**config.mk**
```make
export PLATFORM = sky130hd
export DESIGN_NAME = transmitter
export DESIGN_NICKNAME = d
export VERILOG_FILES = /design/src/rtl/spart_pkg.sv /design/src/rtl/tx_bit_timer.sv /design/src/rtl/transmitter.sv
export SDC_FILE = /design/constraint.sdc
export NUM_CORES = 1
export LEC_CHECK = 0
export ABC_AREA = 1
export CAP_MARGIN = 20
export CORE_AREA = 2 2 55 57
export CTS_CLUSTER_DIAMETER = 200
export DETAILED_ROUTE_END_ITERATION = 7
export DIE_AREA = 0 0 57 59
export PLACE_DENSITY_LB_ADDON = 0.12
export SYNTH_ARGS = -nofsm -noshare
export SYNTH_HDL_FRONTEND = slang
export SYNTH_HIERARCHICAL = 1
export SYNTH_SLANG_ARGS = --single-unit
export TNS_END_PERCENT = 1
```
**constraint.sdc**
```tcl
create_clock -name clk -period 2.12 [get_ports clk]
set_input_delay 0.53 -clock clk [delete_from_list [all_inputs] [get_ports clk]]
set_output_delay 0.53 -clock clk [all_outputs]
set_load 0.01 [all_outputs]
```
**src/rtl/spart_pkg.sv**
```systemverilog
// Shared types and constants for the serial transmitter.
// Defining TX_PARITY_EN adds the even-parity state to the encoding.
package spart_pkg;
    localparam int TICKS_PER_BIT = 16;
    localparam int DATA_BITS     = 8;
    localparam int TICK_W        = $clog2(TICKS_PER_BIT);
    localparam int IDX_W         = $clog2(DATA_BITS);

    localparam logic LINE_IDLE  = 1'b1;
    localparam logic LINE_START = 1'b0;
    localparam logic LINE_STOP  = 1'b1;

    typedef enum logic [2:0] {
        S_IDLE   = 3'd0,
        S_START  = 3'd1,
        S_DATA   = 3'd2,
        S_STOP   = 3'd3
`ifdef TX_PARITY_EN
        , S_PARITY = 3'd4
`endif
    } tx_state_t;
endpackage

```
**src/rtl/tx_bit_timer.sv**
```systemverilog
// Counts baud-enable ticks within one frame bit; bit_done pulses on the 15->0 wrap.
module tx_bit_timer
    import spart_pkg::*;
(
    input  logic clk,
    input  logic rst,
    input  logic brg_en,
    input  logic clear,
    output logic bit_done
);
    logic [TICK_W-1:0] tick;

    always_ff @(posedge clk or negedge rst) begin
        if (!rst)
            tick <= '0;
        else if (clear)
            tick <= '0;
        else if (brg_en)
            tick <= tick + 1'b1;
    end

    assign bit_done = brg_en && (tick == TICK_W'(TICKS_PER_BIT - 1));
endmodule

```
**src/rtl/transmitter.sv**
```systemverilog
// Double-buffered UART transmitter: 1 start, 8 data LSB first, 1 stop.
// Defining TX_PARITY_EN inserts an even-parity bit before the stop bit.
module transmitter
    import spart_pkg::*;
(
    input  logic                 clk,
    input  logic                 rst,
    input  logic                 brg_en,
    input  logic                 tx_load,
    input  logic [DATA_BITS-1:0] tx_data,
    output logic                 TX,
    output logic                 TBR
);
    tx_state_t            state, state_nxt;
    logic [DATA_BITS-1:0] hold, shift;
    logic [IDX_W-1:0]     bit_idx;
    logic                 bit_done, timer_clear, transfer, tx_nxt;
`ifdef TX_PARITY_EN
    logic                 parity;
`endif

    // The tick counter is parked at 0 in IDLE, so START always begins from 0;
    // a STOP->START hand-off arrives on the natural 15->0 wrap.
    assign timer_clear = (state == S_IDLE);

    tx_bit_timer u_timer (
        .clk      (clk),
        .rst      (rst),
        .brg_en   (brg_en),
        .clear    (timer_clear),
        .bit_done (bit_done)
    );

    always_ff @(posedge clk or negedge rst) begin
        if (!rst)
            state <= S_IDLE;
        else
            state <= state_nxt;
    end

    always_comb begin
        state_nxt = state;
        case (state)
            S_IDLE:  if (!TBR) state_nxt = S_START;
            S_START: if (bit_done) state_nxt = S_DATA;
            S_DATA:  if (bit_done && bit_idx == IDX_W'(DATA_BITS - 1))
`ifdef TX_PARITY_EN
                         state_nxt = S_PARITY;
            S_PARITY: if (bit_done) state_nxt = S_STOP;
`else
                         state_nxt = S_STOP;
`endif
            S_STOP:  if (bit_done) state_nxt = TBR ? S_IDLE : S_START;
            default: state_nxt = S_IDLE;
        endcase
    end

    // TX is registered from the next state so the line changes on the same
    // edge as the state; in DATA the shift register moves on that edge too.
    always_comb begin
        tx_nxt = LINE_IDLE;
        case (state_nxt)
            S_START:  tx_nxt = LINE_START;
            S_DATA:   tx_nxt = (state == S_DATA && bit_done) ? shift[1] : shift[0];
`ifdef TX_PARITY_EN
            S_PARITY: tx_nxt = parity;
`endif
            S_STOP:   tx_nxt = LINE_STOP;
            default:  tx_nxt = LINE_IDLE;
        endcase
    end

    assign transfer = (state_nxt == S_START) && (state != S_START);

    always_ff @(posedge clk or negedge rst) begin
        if (!rst) begin
            TX      <= LINE_IDLE;
            TBR     <= 1'b1;
            hold    <= '0;
            shift   <= '0;
            bit_idx <= '0;
`ifdef TX_PARITY_EN
            parity  <= 1'b0;
`endif
        end else begin
            TX <= tx_nxt;
            // transfer requires TBR=0, so it never collides with an accepted load
            if (tx_load && TBR) begin
                hold <= tx_data;
                TBR  <= 1'b0;
            end
            if (transfer) begin
                shift   <= hold;
                TBR     <= 1'b1;
                bit_idx <= '0;
`ifdef TX_PARITY_EN
                parity  <= ^hold;
`endif
            end else if (state == S_DATA && bit_done) begin
                shift   <= shift >> 1;
                bit_idx <= bit_idx + 1'b1;
            end
        end
    end
endmodule

```
---- Word level (Yosys, flattened, before mapping) ----
Index checks and enable logic that the tools add are counted.
cells by class
  add/sub/neg operators ................... 2
  multiply operators ...................... 0
  div/mod/pow operators ................... 0
  order comparisons ....................... 0
  equality and inequality tests ........... 8
  shifts and indexed selects .............. 0
  mux-type cells .......................... 16
  bitwise logic cells ..................... 0
  reductions and logical operators ........ 9
operators by type and width
  operator               number
  $mux W3                6
  $mux W8                2
  $pmux W3 S4            1
  $eq A3 B2 Y1 const B   3
  $mux W4                2
  $eq A3 B1 Y1 const B   2
  $reduce_bool A2 Y1     3
  $logic_and A1 B1 Y1    5
  $add A4 B1 Y4 const B  1
  $eq A4 B4 Y1 const B   1
  $mux W1                4
  $add A3 B1 Y3 const B  1
  $eq A3 B3 Y1 const B   1
  $logic_not A3 Y1       1
  $ne A3 B1 Y1 const B   1
  $pmux W1 S2            1
storage, ports and cells
  register bits after elaboration ......... 28
  latch bits .............................. 0
  memory bits (writable) .................. 0
  memory bits (read-only) ................. 0
  output and inout bits ................... 2
  logic and storage cells ................. 42
  memories ................................ 0

---- Logic depth before layout (Yosys ltp) ----
  depth in word-level cells ............... 8
  gate-level depth with buffers ........... 13
  mapped depth without buffers ............ 13

---- Hierarchy ----
Netlist, hierarchy kept.
by module, submodules not included
  module        instances  cells an instance  area each (um2)  sequential area each (um2)
  transmitter   1          147                1227.4           603.1
  tx_bit_timer  1          27                 221.5            100.1

---- Worst setup path after synthesis ----
No wires, ideal clock.
  path kind ............................... flip-flop to flip-flop
  from .................................... register u_timer.tick[0]
  to ...................................... register shift[1]
  data arrival time ....................... 1.499 ns
  data required time ...................... 2.003 ns
  slack ................................... 0.504 ns
  cell stages (with the launch flop) ...... 14
  path buffers ............................ 1
  clock period less this slack ............ 1.616 ns
  cells stage by stage .................... dfrtp_1 -> ha_1 -> nand2_1 -> nor2_1 -> nand2_1 -> inv_2 -> nand2_1 -> nand2_1 -> nand2_1 -> nand2_2 -> nand3_4 -> buf_8 -> nand3_2 -> nand2_1
between the ends
  word-level cells in the longest chain between the ends .. 8
  elaborated cells between the ends (all ways) .. 12
  those cells by class .................... eq/ne (2); mux (5); reduce/logical (5)
RTL lines
  item                                           RTL line            source
  start, declared                                tx_bit_timer.sv:11  logic [TICK_W-1:0] tick;
  start signal, assigned                         tx_bit_timer.sv:19  tick <= tick + 1'b1;
  $eq A4 B4 Y1 *                                 tx_bit_timer.sv:22  assign bit_done = brg_en && (tick == TICK_W'(TICKS_PER_BIT - 1));
  $logic_and A1 B1 Y1 *                          tx_bit_timer.sv:22
  named net bit_done                             transmitter.sv:17   logic bit_done, timer_clear, transfer, tx_nxt;
  $logic_and A1 B1 Y1                            transmitter.sv:46   S_DATA: if (bit_done && bit_idx == IDX_W'(DATA_BITS - 1))
  $mux W3                                        transmitter.sv:46
  $pmux W3 S4                                    transmitter.sv:43   case (state)
  $eq A3 B1 Y1                                   transmitter.sv:73   assign transfer = (state_nxt == S_START) && (state != S_START);
  $logic_and A1 B1 Y1                            transmitter.sv:73
  $mux W8 or $reduce_bool A2 Y1 (tied branches)  -
  end signal, assigned                           transmitter.sv:93   shift <= hold;
  end signal, assigned                           transmitter.sv:100  shift <= shift >> 1;
  end, declared                                  transmitter.sv:15   logic [DATA_BITS-1:0] hold, shift;
The timed path passes the listed nets; every way through them passes the cells marked *.
A chain may end at the register's enable or synchronous reset.

---- Worst setup path in the final report ----
  from .................................... register TBR
  to ...................................... output port TBR
RTL lines
  item                    RTL line           source
  start, declared         transmitter.sv:12  output logic TBR
  start signal, assigned  transmitter.sv:78  TBR <= 1'b1;
  start signal, assigned  transmitter.sv:90  TBR <= 1'b0;
  start signal, assigned  transmitter.sv:94  TBR <= 1'b1;
No word-level cell between the ends.

==> metrics.yaml <==
outcome:
  outcome: "complete, no violations"
critical_path:
  r2r_slack_ns: 0.26
  reg2reg_from: "u_timer/tick[0]$_DFFE_PN0P_"
  cpMaxStageDelayCell: "dfstp_2"
  crit_path_cell_trace: "clkdlybuf4s50_1"
  worst-path-buf-inv: 1
  slowest_delay_ns: 0.57
  worstSetupStartpointType: "register"
  required_ns: 1.59
  rr_worst_depth: 13
  crit_path_end_kind: "primary output"
  critPathMaxFanout: 3
  cp_top_family: "flip-flops"
  worstReg2RegEnd: "shift[3]$_DFFE_PN0P_"
  arrival_ns: 1.43
  worstSetupPathType: "reg -> out"
clock_tree:
  cts_buffers: 3
  cts_sinks: 28
  cts_max_level: 1
  clockBufferDepth: 2
  post_cts_resized: 0
  clock_latency_ns: 0.33
  clk_pin_slew_worst_paths_ns: 0.16
  post_cts_buffers: 0
  cts_tree: "yes"
  clockRootBuffer: "clkbuf_4"
  hold_buffers: 0
floorplanning:
  core.rowCount: 19
  ios: 14
  die_y_um: 59
  design.core.area_um2: 2710
  start_util_pct: 53.46
  dieWidth_um: 57
  die_area_um2: 3363
final_layout:
  instances_no_fill: 228
  areaGrowthSynthToFinish_pct: 18.31
  n_antenna_cell: 0
  postLayoutCoreUtil_pct: 63.25
  fin_nets: 213
  num-fill-cells: 237
  design_area_um2: 1714
  drive_above_1_share_pct: 19.80
place:
  port_buffers: 13
  hpwl_um: 1973
  place_ws_ns: -0.1441
  gp_congestion: 0.7477
  dp_cells: 224
  place_area_um2: 1662
timing:
  period_needed_ns: 1.961
  slew_violations: 0
  setup_violations: 0
  fin_ws_ns: 0.1587
  rsz0062_at_grt: "false"
  skew_ns: 0.01038
  fin_crit_sh_pct: 92.52
  fmax_mhz: 509.9
  hold_viol: 0
worst_hold_path:
  worstHoldEndpoint: "hold[5]$_DFFE_PN0P_"
  hold_class: "reg -> reg"
  hold_depth: 2
  min_from: "hold[5]$_DFFE_PN0P_"
power:
  p_clk_share_pct: 18.6
  seqPwrFrac_pct: 45.3
  power_density_nw_per_um2: 1110
  p_sw_share_pct: 35.82
  p_leak_nw: 0.8980
  power.total_mw: 1.904
  p_comb_share_pct: 36.2
  power.switching_uw: 681.8
  p_int_mw: 1.222
  ir_drop_mv: 0.7681
detailed_routing:
  wl_um: 2648
  first_pass_iters: 4
  ant_nets: 0
  wire_per_inst_um: 11.61
  vias: 1150
  drt_iter0_markers: 29
  route.detailed.drc: 0
  viasPerCell: 5.044
job:
  maxCapViolations: 0
global_routing:
  grt_pass1_wl_um: 4705
  gr-usage-all-layers_pct: 17.30
  globalRouteOverflowTotal: 0
  grt_max_degree: 29
  antenna_found_initial: 0
  grt_pass1_vias: 1118
synthesis:
  synth_cell_type_count: 26
  yosys_warnings: 6
  synth_seq_area_share_pct: 48.53
  ys_ff_latch: 28
  syn_area_um2: 1449
  avgSynthCellArea_um2: 8.327
  synth_nets: 189
  syn_inst: 174
[tightest hold or removal path, delay by kind of cell, from the launching register on]
kind                   cells  cell delay [ns]
buffers and inverters      1             0.07
AO/OA/AOI/OAI              1             0.06
flip-flops                 1             0.39
[synth_stat cells]
cell type / instances / area share, %
or2_2: 1 / 0.43
a21oi_1: 10 / 3.5
inv_1: 18 / 4.7
nand3_4: 1 / 1.2
buf_8: 1 / 1.0
nor2_1: 13 / 3.4
buf_2: 1 / 0.35
nand3_1: 7 / 2.4
nand4_1: 7 / 3.0
nand3_2: 7 / 4.8
clkbuf_1: 1 / 0.26
dfstp_2: 2 / 3.6
inv_4: 1 / 0.43
ha_1: 3 / 2.6
o21ai_0: 3 / 1.0
buf_4: 2 / 1.0
nand2_1: 55 / 14
a21oi_2: 1 / 0.60
nor3_1: 1 / 0.35
clkinv_1: 1 / 0.26
nor2_4: 3 / 2.3
conb_1: 1 / 0.26
dfrtp_1: 26 / 45
inv_2: 3 / 0.78
nand2_2: 4 / 1.7
mux2_2: 1 / 0.78
[cell usage in the layout, fill, tap and decap left out, drive strengths merged, types with 2 or more instances in the layout]
cell type / n
nand2: 59
dfrtp: 26
inv: 22
nor2: 16
nand3: 15
clkdlybuf4s50: 13
buf: 11
a21oi: 11
nand4: 7
o21ai: 3
ha: 3
clkbuf: 3
dfstp: 2
[logic make-up (layout without fill, tap and decap cells)]
kind of cell	count (synthesis)	count (layout)	synth area share [%]
other	1	1	0.2588
flip-flops	28	28	48.53
multiplexers	1	1	0.7771
buffers and inverters	28	51	8.807
AND/OR/NAND/NOR	99	99	33.94
adder cells (fa/ha/maj)	3	3	2.591
AO/OA/AOI/OAI	14	14	5.095
[flip-flops by register name, summed over array words and instances, names as in the netlist]
register / cells
u_timer/tick: 4
shift: 8
bit_idx: 3
TBR: 1
TX: 1
state: 3
hold: 8
[worst max-delay path by stage]
stage                                     start                   end  depth (start not counted)
global placement                         brg_en  shift[0]$_DFFE_PN0P_                         12
detailed placement                       brg_en  shift[0]$_DFFE_PN0P_                         12
global route                             brg_en  shift[1]$_DFFE_PN0P_                         13
floorplan           u_timer/tick[0]$_DFFE_PN0P_  shift[1]$_DFFE_PN0P_                         13
CTS                             TBR$_DFFE_PN1P_                   TBR                          1
finish                          TBR$_DFFE_PN1P_                   TBR                          1
[metal layers]
layer  vias up  GRT usage (%)  wire [µm]
li1        593              -          -
met1       525          23.16       1249
met2        30          30.71       1292
met3         2          2.183        101
met4         0          2.990          4
met5         -              0          0
[power by group through the flow]
| stage | Clock (mW) | Combinational, mW | Sequential [mW] |
|---|---|---|---|
| CTS | 0.364 | 0.695 | 0.862 |
| global placement | 0 | 0.658 | 0.869 |
| finish | 0.353 | 0.688 | 0.862 |
| detailed placement | 0 | 0.693 | 0.875 |
| floorplan | 0 | 0.523 | 0.866 |
| global route | 0.371 | 0.780 | 0.887 |
[final cells by class]
type                            instances  area (µm²)  share of cell area [%]
Clock buffer                            3       22.52                   1.314
Multi-Input combinational cell        118       618.1                   36.06
Tap cell                               31       38.79                   2.263
Inverter                               23       88.84                   5.182
Timing Repair Buffer                   24       212.7                   12.41
Sequential cell                        28       703.2                   41.02
Clock inverter                          1       30.03                   1.752
[per-stage QoR]
step           TNS [ns]  hold WS, ns
5_1_grt               0       0.5492
4_1_cts               0       0.5318
2_1_floorplan         0       0.2344
3_3_place_gp    -0.3871       0.4888
3_5_place_dp     -1.339       0.5041
6_report              0       0.5277
Power figures use the tool's default switching activity.
